--- src/rtl/regfile_wb_arbiter_if.sv ---
// Writeback bus between the two writeback requesters and the register file write port.
// The master side holds both requesters and observes the register file port.
interface regfile_wb_arbiter_if;
  localparam int unsigned RD_W   = 5;
  localparam int unsigned DATA_W = 32;

  logic              req0_valid;
  logic              req0_ready;
  logic [RD_W-1:0]   req0_rd;
  logic [DATA_W-1:0] req0_data;
  logic              req1_valid;
  logic              req1_ready;
  logic [RD_W-1:0]   req1_rd;
  logic [DATA_W-1:0] req1_data;
  logic              rf_reg_write;
  logic [RD_W-1:0]   rf_rd;
  logic [DATA_W-1:0] rf_data;

  modport master (
    output req0_valid, req0_rd, req0_data,
    output req1_valid, req1_rd, req1_data,
    input  req0_ready, req1_ready,
    input  rf_reg_write, rf_rd, rf_data
  );

  modport slave (
    input  req0_valid, req0_rd, req0_data,
    input  req1_valid, req1_rd, req1_data,
    output req0_ready, req1_ready,
    output rf_reg_write, rf_rd, rf_data
  );
endinterface

--- src/rtl/regfile_wb_arbiter.sv ---
// Arbitrates the register file's single write port between the ALU/jump result (port 0)
// and returning load data (port 1); registered write stage, x0 suppression, conflict counter.
module regfile_wb_arbiter #(
  parameter int unsigned PRIORITY_MODE = 0,
  parameter int unsigned CNT_W         = 16
) (
  input  logic                 clk,
  input  logic                 reset,
  regfile_wb_arbiter_if.slave  wb,
  output logic                 last_grant,
  output logic [CNT_W-1:0]     conflict_cnt
);

  localparam logic [CNT_W-1:0] CNT_MAX = {CNT_W{1'b1}};

  logic grant0_c;
  logic grant1_c;
  logic accept0_c;
  logic accept1_c;
  logic conflict_c;

  // Grant selection: a lone requester always wins; on conflict, priority or round-robin.
  always_comb begin
    grant0_c = 1'b0;
    grant1_c = 1'b0;
    if (wb.req0_valid && wb.req1_valid) begin
      if ((PRIORITY_MODE == 1) || last_grant) begin
        grant0_c = 1'b1;
      end else begin
        grant1_c = 1'b1;
      end
    end else begin
      grant0_c = wb.req0_valid;
      grant1_c = wb.req1_valid;
    end
  end

  // Readies are held low during reset so no handshake can complete.
  assign wb.req0_ready = grant0_c & ~reset;
  assign wb.req1_ready = grant1_c & ~reset;

  assign accept0_c  = wb.req0_valid & wb.req0_ready;
  assign accept1_c  = wb.req1_valid & wb.req1_ready;
  assign conflict_c = wb.req0_valid & wb.req1_valid;

  // Write stage: rd/data captured on every accept, enable only for non-x0 targets.
  always_ff @(posedge clk or posedge reset) begin
    if (reset) begin
      wb.rf_reg_write <= 1'b0;
      wb.rf_rd        <= '0;
      wb.rf_data      <= '0;
      last_grant      <= 1'b1;
    end else begin
      wb.rf_reg_write <= 1'b0;
      if (accept0_c) begin
        wb.rf_reg_write <= (wb.req0_rd != '0);
        wb.rf_rd        <= wb.req0_rd;
        wb.rf_data      <= wb.req0_data;
        last_grant      <= 1'b0;
      end else if (accept1_c) begin
        wb.rf_reg_write <= (wb.req1_rd != '0);
        wb.rf_rd        <= wb.req1_rd;
        wb.rf_data      <= wb.req1_data;
        last_grant      <= 1'b1;
      end
    end
  end

  // Saturating count of cycles with both requesters contending.
  always_ff @(posedge clk or posedge reset) begin
    if (reset) begin
      conflict_cnt <= '0;
    end else if (conflict_c && (conflict_cnt != CNT_MAX)) begin
      conflict_cnt <= conflict_cnt + CNT_W'(1);
    end
  end

endmodule

--- src/flat_wrapper.sv ---
// flat-port wrapper written by rule: the top's interface ports become plain ports
module regfile_wb_arbiter_flat 
#(
  parameter int unsigned PRIORITY_MODE = 0,
  parameter int unsigned CNT_W         = 16
)
  (clk, reset, last_grant, conflict_cnt, wb_req0_valid, wb_req0_rd, wb_req0_data, wb_req1_valid, wb_req1_rd, wb_req1_data, wb_req0_ready, wb_req1_ready, wb_rf_reg_write, wb_rf_rd, wb_rf_data);
  regfile_wb_arbiter_if wb_i ();
  input  logic clk;
  input  logic reset;
  output logic last_grant;
  output logic [CNT_W-1:0] conflict_cnt;
  input wire logic [$bits(wb_i.req0_valid)-1:0] wb_req0_valid;
  input wire logic [$bits(wb_i.req0_rd)-1:0] wb_req0_rd;
  input wire logic [$bits(wb_i.req0_data)-1:0] wb_req0_data;
  input wire logic [$bits(wb_i.req1_valid)-1:0] wb_req1_valid;
  input wire logic [$bits(wb_i.req1_rd)-1:0] wb_req1_rd;
  input wire logic [$bits(wb_i.req1_data)-1:0] wb_req1_data;
  output wire logic [$bits(wb_i.req0_ready)-1:0] wb_req0_ready;
  output wire logic [$bits(wb_i.req1_ready)-1:0] wb_req1_ready;
  output wire logic [$bits(wb_i.rf_reg_write)-1:0] wb_rf_reg_write;
  output wire logic [$bits(wb_i.rf_rd)-1:0] wb_rf_rd;
  output wire logic [$bits(wb_i.rf_data)-1:0] wb_rf_data;
  assign wb_i.req0_valid = wb_req0_valid;
  assign wb_i.req0_rd = wb_req0_rd;
  assign wb_i.req0_data = wb_req0_data;
  assign wb_i.req1_valid = wb_req1_valid;
  assign wb_i.req1_rd = wb_req1_rd;
  assign wb_i.req1_data = wb_req1_data;
  assign wb_req0_ready = wb_i.req0_ready;
  assign wb_req1_ready = wb_i.req1_ready;
  assign wb_rf_reg_write = wb_i.rf_reg_write;
  assign wb_rf_rd = wb_i.rf_rd;
  assign wb_rf_data = wb_i.rf_data;
  regfile_wb_arbiter #(.PRIORITY_MODE(PRIORITY_MODE), .CNT_W(CNT_W)) u_core (.clk(clk), .reset(reset), .wb(wb_i), .last_grant(last_grant), .conflict_cnt(conflict_cnt));
endmodule
--- config.mk ---
export PLATFORM = sky130hd
export DESIGN_NAME = regfile_wb_arbiter_flat
export DESIGN_NICKNAME = d
export VERILOG_FILES = /design/src/rtl/regfile_wb_arbiter_if.sv /design/src/rtl/regfile_wb_arbiter.sv /design/src/flat_wrapper.sv
export SDC_FILE = /design/constraint.sdc
export NUM_CORES = 1
export LEC_CHECK = 0
export BUFFER_PORTS_ARGS = -buffer_cell sky130_fd_sc_hd__buf_2
export CORE_MARGIN = 3
export CORE_UTILIZATION = 45
export DETAILED_ROUTE_END_ITERATION = 10
export PLACE_DENSITY_LB_ADDON = 0.08
export SYNTH_ARGS = -nofsm -noshare
export SYNTH_HDL_FRONTEND = slang
export SYNTH_SLANG_ARGS = --single-unit
--- constraint.sdc ---
create_clock -name clk -period 4.45 [get_ports clk]
set_input_delay 0.445 -clock clk [delete_from_list [all_inputs] [get_ports clk]]
set_output_delay 0.445 -clock clk [all_outputs]
set_load 0.1 [all_outputs]
### After elaboration in Yosys (flattened, before gate mapping)

Cells that the tools add are included.

* register bits after elaboration: 55
* input port bits: 78
* output and inout port bits: 57
* word-level logic and storage cells: 30

* $add $sub $neg: 1
* equality and inequality tests: 1
* muxes and demuxes: 12
* bitwise logic cells: 6
* reductions and logical operators: 5

Operator list (number)
* $mux 32: 2
* $add 16x1->16 const B: 1
* $ne 16x16->1 const B: 1
* $mux 5: 2
* $reduce_bool 5->1: 2
* $mux 1: 8
* $and 1x1->1: 5
* $logic_and 1x1->1: 2
* $reduce_bool 2->1: 1
* $not 1->1: 1

### Longest topological paths before layout

* word-level depth: 6
* depth in mapped cells: 6
* gate-level depth less buffers: 5

### Worst setup path before layout

No wires, ideal clock.

* path kind: flip-flop to output port
* from: reg u_core.last_grant
* to: out wb_req1_ready
* arrival time: 2.884 ns
* required time: 4.005 ns
* setup slack: 1.121 ns
* cell stages (with the launch flop): 2
* path buffers: 0
* path through: dfstp_2 -> a211oi_1

* word-level cells in the longest chain between the ends: 3

RTL lines
* start: declaration: RTL line regfile_wb_arbiter.sv:10 `output logic last_grant,`
* start signal: assignment: RTL line regfile_wb_arbiter.sv:52 `last_grant <= 1'b1;`
* start signal: assignment: RTL line regfile_wb_arbiter.sv:59 `last_grant <= 1'b0;`
* start signal: assignment: RTL line regfile_wb_arbiter.sv:64 `last_grant <= 1'b1;`
* $mux 1: RTL line regfile_wb_arbiter.sv:27 `if ((PRIORITY_MODE == 1) || last_grant) begin`
* $mux 1: RTL line regfile_wb_arbiter.sv:26 `if (wb.req0_valid && wb.req1_valid) begin`
* $and 1x1->1: RTL line regfile_wb_arbiter.sv:40 `assign wb.req1_ready = grant1_c & ~reset;`
* end: declaration: RTL line flat_wrapper.sv:20 `output wire logic [$bits(wb_i.req1_ready)-1:0] wb_req1_ready;`

No other way between the ends.

### Worst setup path in the final report

* from: in reset
* to: out wb_req0_ready

* word-level cells in the longest chain between the ends: 2

RTL lines
* start: declaration: RTL line flat_wrapper.sv:10 `input logic reset;`
* $not 1->1: RTL line regfile_wb_arbiter.sv:39 `assign wb.req0_ready = grant0_c & ~reset;`
* $and 1x1->1: RTL line regfile_wb_arbiter.sv:39
* end: declaration: RTL line flat_wrapper.sv:19 `output wire logic [$bits(wb_i.req0_ready)-1:0] wb_req0_ready;`

No other way between the ends.

==> impl_metrics.xml <==
<?xml version="1.0" encoding="UTF-8"?>
<metrics>
  <group name="status">
    <metric name="run_status" unit="">complete, no violations</metric>
  </group>
  <group name="floorplan">
    <metric name="fp.dieH" unit="um">83.16</metric>
    <metric name="start_util" unit="%">47.48</metric>
    <metric name="row_count" unit="">27</metric>
    <metric name="die-area" unit="um^2">6915</metric>
    <metric name="core_area" unit="um^2">5642</metric>
    <metric name="chipWidth" unit="um">83.16</metric>
    <metric name="floorplan.io_pins" unit="">135</metric>
  </group>
  <group name="final_layout">
    <metric name="final.fill_count" unit="">507</metric>
    <metric name="area_delta_synth_final" unit="%">31.85</metric>
    <metric name="multi_input_comb_area" unit="um^2">1242</metric>
    <metric name="final_core_utilization" unit="%">62.61</metric>
    <metric name="register_area" unit="um^2">1378</metric>
    <metric name="final_layout_size_suffix_gt1_share" unit="%">42.74</metric>
    <metric name="antenna_cells_inserted" unit="">0</metric>
    <metric name="finalNetCount" unit="">457</metric>
  </group>
  <group name="power_and_ir_drop">
    <metric name="static-leakage-power" unit="nW">1.976</metric>
    <metric name="vdd_drop_max" unit="V">0.0003845</metric>
    <metric name="power.density" unit="nW/um^2">525.9</metric>
  </group>
  <group name="global_route">
    <metric name="grt_usage" unit="%">18.86</metric>
    <metric name="grt_first_pass_wirelength" unit="um">10730</metric>
    <metric name="grt-ovfl-total" unit="">0</metric>
    <metric name="antenna_found_initial" unit="">0</metric>
    <metric name="maximum_number_of_pins_on_one_net_before_global_route_repair" unit="">59</metric>
    <metric name="first_global_vias" unit="">2238</metric>
  </group>
  <group name="logic_synthesis">
    <metric name="net_count_after_synthesis" unit="">327</metric>
    <metric name="netlist_top_cells_area" unit="">sky130_fd_sc_hd__dfrtp_1 50%, sky130_fd_sc_hd__mux2i_1 14%, sky130_fd_sc_hd__o21ai_0 7.3%</metric>
    <metric name="synth.mux.area_fraction" unit="%">14.39</metric>
    <metric name="synth_seq_area_share" unit="%">51.42</metric>
    <metric name="synth.lib_cells_used.distinct" unit="">38</metric>
    <metric name="synth_cells" unit="">248</metric>
    <metric name="postSynthRegisterBits" unit="">55</metric>
    <metric name="synth_compound_area_share" unit="%">9.341</metric>
    <metric name="synth_area_leader_cell" unit="">sky130_fd_sc_hd__dfrtp_1</metric>
    <metric name="synthesis.area" unit="um^2">2679</metric>
    <metric name="syn-mean-instance-area" unit="um^2">10.80</metric>
    <metric name="synth_top_family_by_area" unit="">simple AND/OR/NAND/NOR gates</metric>
    <metric name="synth_top_flop_cell" unit="">sky130_fd_sc_hd__dfrtp_1</metric>
    <metric name="synth-warning-count" unit="">0</metric>
    <metric name="post-synth-top-area-fraction" unit="%">50.44</metric>
    <metric name="synthAdderAreaFrac" unit="%">0.4671</metric>
    <metric name="synth-simple-area-share" unit="%">16.86</metric>
    <metric name="ys_async_sr_fraction" unit="%">100.0</metric>
    <metric name="synth_enable_flop_cells" unit="">0</metric>
    <metric name="yosys.area_share.xor_xnor" unit="%">4.577</metric>
  </group>
  <group name="clocking">
    <metric name="postCtsResizedCells" unit="">0</metric>
    <metric name="clock_tree.root_cell" unit="">sky130_fd_sc_hd__clkbuf_8</metric>
    <metric name="post_cts_buffers" unit="">0</metric>
    <metric name="h_tree_lvls" unit="">2</metric>
    <metric name="cts_buffers" unit="">5</metric>
    <metric name="clock_tree.buffer_depth" unit="">2</metric>
    <metric name="worstSkewPairLatency" unit="ns">0.30</metric>
    <metric name="cts.reportedPaths.clkPinSlew" unit="ns">0.09</metric>
    <metric name="clock_sinks" unit="">55</metric>
    <metric name="tritoncts_clock_tree" unit="">done</metric>
    <metric name="holdBufCountCts" unit="">0</metric>
  </group>
  <group name="timing">
    <metric name="fin_crit_sh" unit="%">44.50</metric>
    <metric name="finalHoldViolCount" unit="">0</metric>
    <metric name="maxSlewHeadroom" unit="%">57.51</metric>
    <metric name="slew_violations" unit="">0</metric>
    <metric name="setup_skew_after_layout" unit="ns">0.004258</metric>
    <metric name="maxClockFrequency" unit="GHz">0.5050</metric>
    <metric name="worst_slack" unit="ns">2.470</metric>
    <metric name="rsz0062_at_grt" unit="">no</metric>
    <metric name="total_negative_setup_slack" unit="ns">0</metric>
    <metric name="setup_viol_count_final" unit="">0</metric>
    <metric name="fin_hold_ws" unit="ns">0.1327</metric>
    <metric name="final.min_clock_period" unit="ns">1.980</metric>
    <metric name="worst_slew_pin_slew" unit="ns">0.6374</metric>
  </group>
  <group name="detailed_routing">
    <metric name="antenna_left" unit="">0</metric>
    <metric name="drtPass1Iterations" unit="">4</metric>
    <metric name="wirelength" unit="um">6364</metric>
    <metric name="drt_iter0_markers" unit="">64</metric>
    <metric name="drt-wirelength-per-cell" unit="um">14.11</metric>
    <metric name="vias_per_cell" unit="">4.958</metric>
    <metric name="detailroute.via_count" unit="">2236</metric>
    <metric name="route.detailed.drc" unit="">0</metric>
  </group>
  <group name="placed_design">
    <metric name="buffer_ports.inserted" unit="">134</metric>
    <metric name="dpl_worst_slack" unit="ns">2.425</metric>
    <metric name="gp_congestion" unit="">0.8209</metric>
    <metric name="detailedPlacementHpwl" unit="um">4855</metric>
  </group>
  <group name="run">
    <metric name="max_cap_violations" unit="">0</metric>
  </group>
  <group name="setup_path">
    <metric name="worstSetupPathType" unit="">primary input to output port</metric>
    <metric name="worstSetupEndpointType" unit="">output port</metric>
    <metric name="crit_path_max_fanout" unit="">17</metric>
    <metric name="critical_path_required" unit="ns">4.01</metric>
    <metric name="crit_arrival" unit="ns">1.54</metric>
    <metric name="startpoint_type" unit="">primary input</metric>
  </group>
  <group name="worst_hold_path">
    <metric name="hp-class" unit="">primary input to asynchronous set/reset pin</metric>
  </group>
</metrics>
-- layer usage --
| layer | part of all wire (%) | vias to the layer above | GRT usage (%) |
|---|---|---|---|
| li1 | - | 1129 | - |
| met1 | 41 | 1025 | 23.08 |
| met2 | 52 | 77 | 33.53 |
| met3 | 6.4 | 5 | 3.968 |
| met4 | 0.96 | 0 | 5.201 |
| met5 | 0 | - | 0 |
-- cells in the mapped netlist, types with 2 or more instances --
cell / number
sky130_fd_sc_hd__inv_1: 3
sky130_fd_sc_hd__nor2_1: 4
sky130_fd_sc_hd__dfrtp_1: 54
sky130_fd_sc_hd__nand3_1: 3
sky130_fd_sc_hd__buf_2: 5
sky130_fd_sc_hd__xnor2_1: 4
sky130_fd_sc_hd__xor2_1: 10
sky130_fd_sc_hd__a31oi_1: 2
sky130_fd_sc_hd__nor3_1: 6
sky130_fd_sc_hd__mux2i_1: 37
sky130_fd_sc_hd__nand4_4: 2
sky130_fd_sc_hd__nor4b_2: 3
sky130_fd_sc_hd__clkbuf_1: 6
sky130_fd_sc_hd__nand4_1: 2
sky130_fd_sc_hd__nand2_1: 44
sky130_fd_sc_hd__buf_4: 2
sky130_fd_sc_hd__nor4_2: 2
sky130_fd_sc_hd__o21ai_0: 39
-- cells by family (layout without fill, tap and decap cells) --
| family | after synthesis | in the layout |
|---|---|---|
| buffers and inverters | 17 | 148 |
| AOI/OAI and AO/OA | 46 | 46 |
| xor gates and xnor gates | 14 | 14 |
| and+or+nand+nor | 77 | 77 |
| adders and majority gates | 1 | 1 |
| muxes | 38 | 38 |
| DFF | 55 | 55 |
-- worst max-delay path, cell delays in order --
cell and delay (ns):
sky130_fd_sc_hd__buf_2 0.11, sky130_fd_sc_hd__inv_2 0.31, sky130_fd_sc_hd__o211ai_4 0.12, sky130_fd_sc_hd__inv_1 0.11
sky130_fd_sc_hd__buf_2 0.44
-- state kept, by name (all words and copies together) (netlist names) --
register and cells:
u_core.wb.rf_data 32, u_core.conflict_cnt 16, u_core.wb.rf_rd 5, u_core.last_grant 1, u_core.wb.rf_reg_write 1
-- power by group --
group	total, mW	leakage [nW]	switching [mW]	internal, mW
registers	0.648	0.686	0.0701	0.578
logic	0.871	1.23	0.724	0.147
clock network	0.339	0.0612	0.157	0.182
-- metrics by stage --
step           area, um^2  std cells  total power [mW]
6_report             3532        451             1.858
3_5_place_dp         3415        443             1.532
5_1_grt              3532        451             1.940
4_1_cts              3532        451             1.875
3_3_place_gp         3415        443             1.522
2_1_floorplan        2679        248             1.363
-- path summary, 6_finish.rpt --
| kind | start | cells after the start | endpoint | slack [ns] |
|---|---|---|---|---|
| setup / recovery | reset | 5 | wb_req0_ready | 2.47 |
| hold / removal | reset | 2 | u_core.wb.rf_data[30] | 0.13 |
| max in group asynchronous | reset | 3 | u_core.conflict_cnt[1] | 3.44 |
| setup reg to reg | u_core.conflict_cnt[0] | 5 | u_core.conflict_cnt[8] | 2.70 |
| hold reg to reg | u_core.wb.rf_rd[3] | 2 | u_core.wb.rf_rd[3] | 0.48 |
| min in group clk | wb_req0_data[3] | 3 | u_core.wb.rf_data[3] | 0.42 |
-- placed cells by master (no fill, tap or decap), types with 2 or more instances in the layout --
cell type	count
sky130_fd_sc_hd__nor3_1	6
sky130_fd_sc_hd__mux2i_1	37
sky130_fd_sc_hd__clkbuf_8	6
sky130_fd_sc_hd__nor2_1	4
sky130_fd_sc_hd__nand2_1	44
sky130_fd_sc_hd__nand3_1	3
sky130_fd_sc_hd__nor4b_2	3
sky130_fd_sc_hd__xor2_1	10
sky130_fd_sc_hd__a31oi_1	2
sky130_fd_sc_hd__nand4_4	2
sky130_fd_sc_hd__nand4_1	2
sky130_fd_sc_hd__xnor2_1	4
sky130_fd_sc_hd__buf_4	3
sky130_fd_sc_hd__nor4_2	2
sky130_fd_sc_hd__o21ai_0	38
sky130_fd_sc_hd__inv_1	2
sky130_fd_sc_hd__dfrtp_1	54
sky130_fd_sc_hd__buf_2	134
-- final cells by class --
class | count | area share (%)
flip-flops and latches | 55 | 39.00
multi-input cells | 176 | 35.18
repair buffers | 137 | 19.62
well taps | 72 | 2.550
clock buffers | 6 | 2.338
clock inverters | 2 | 0.9919
inverters | 3 | 0.3188
Power figures use the tool's default switching activity.
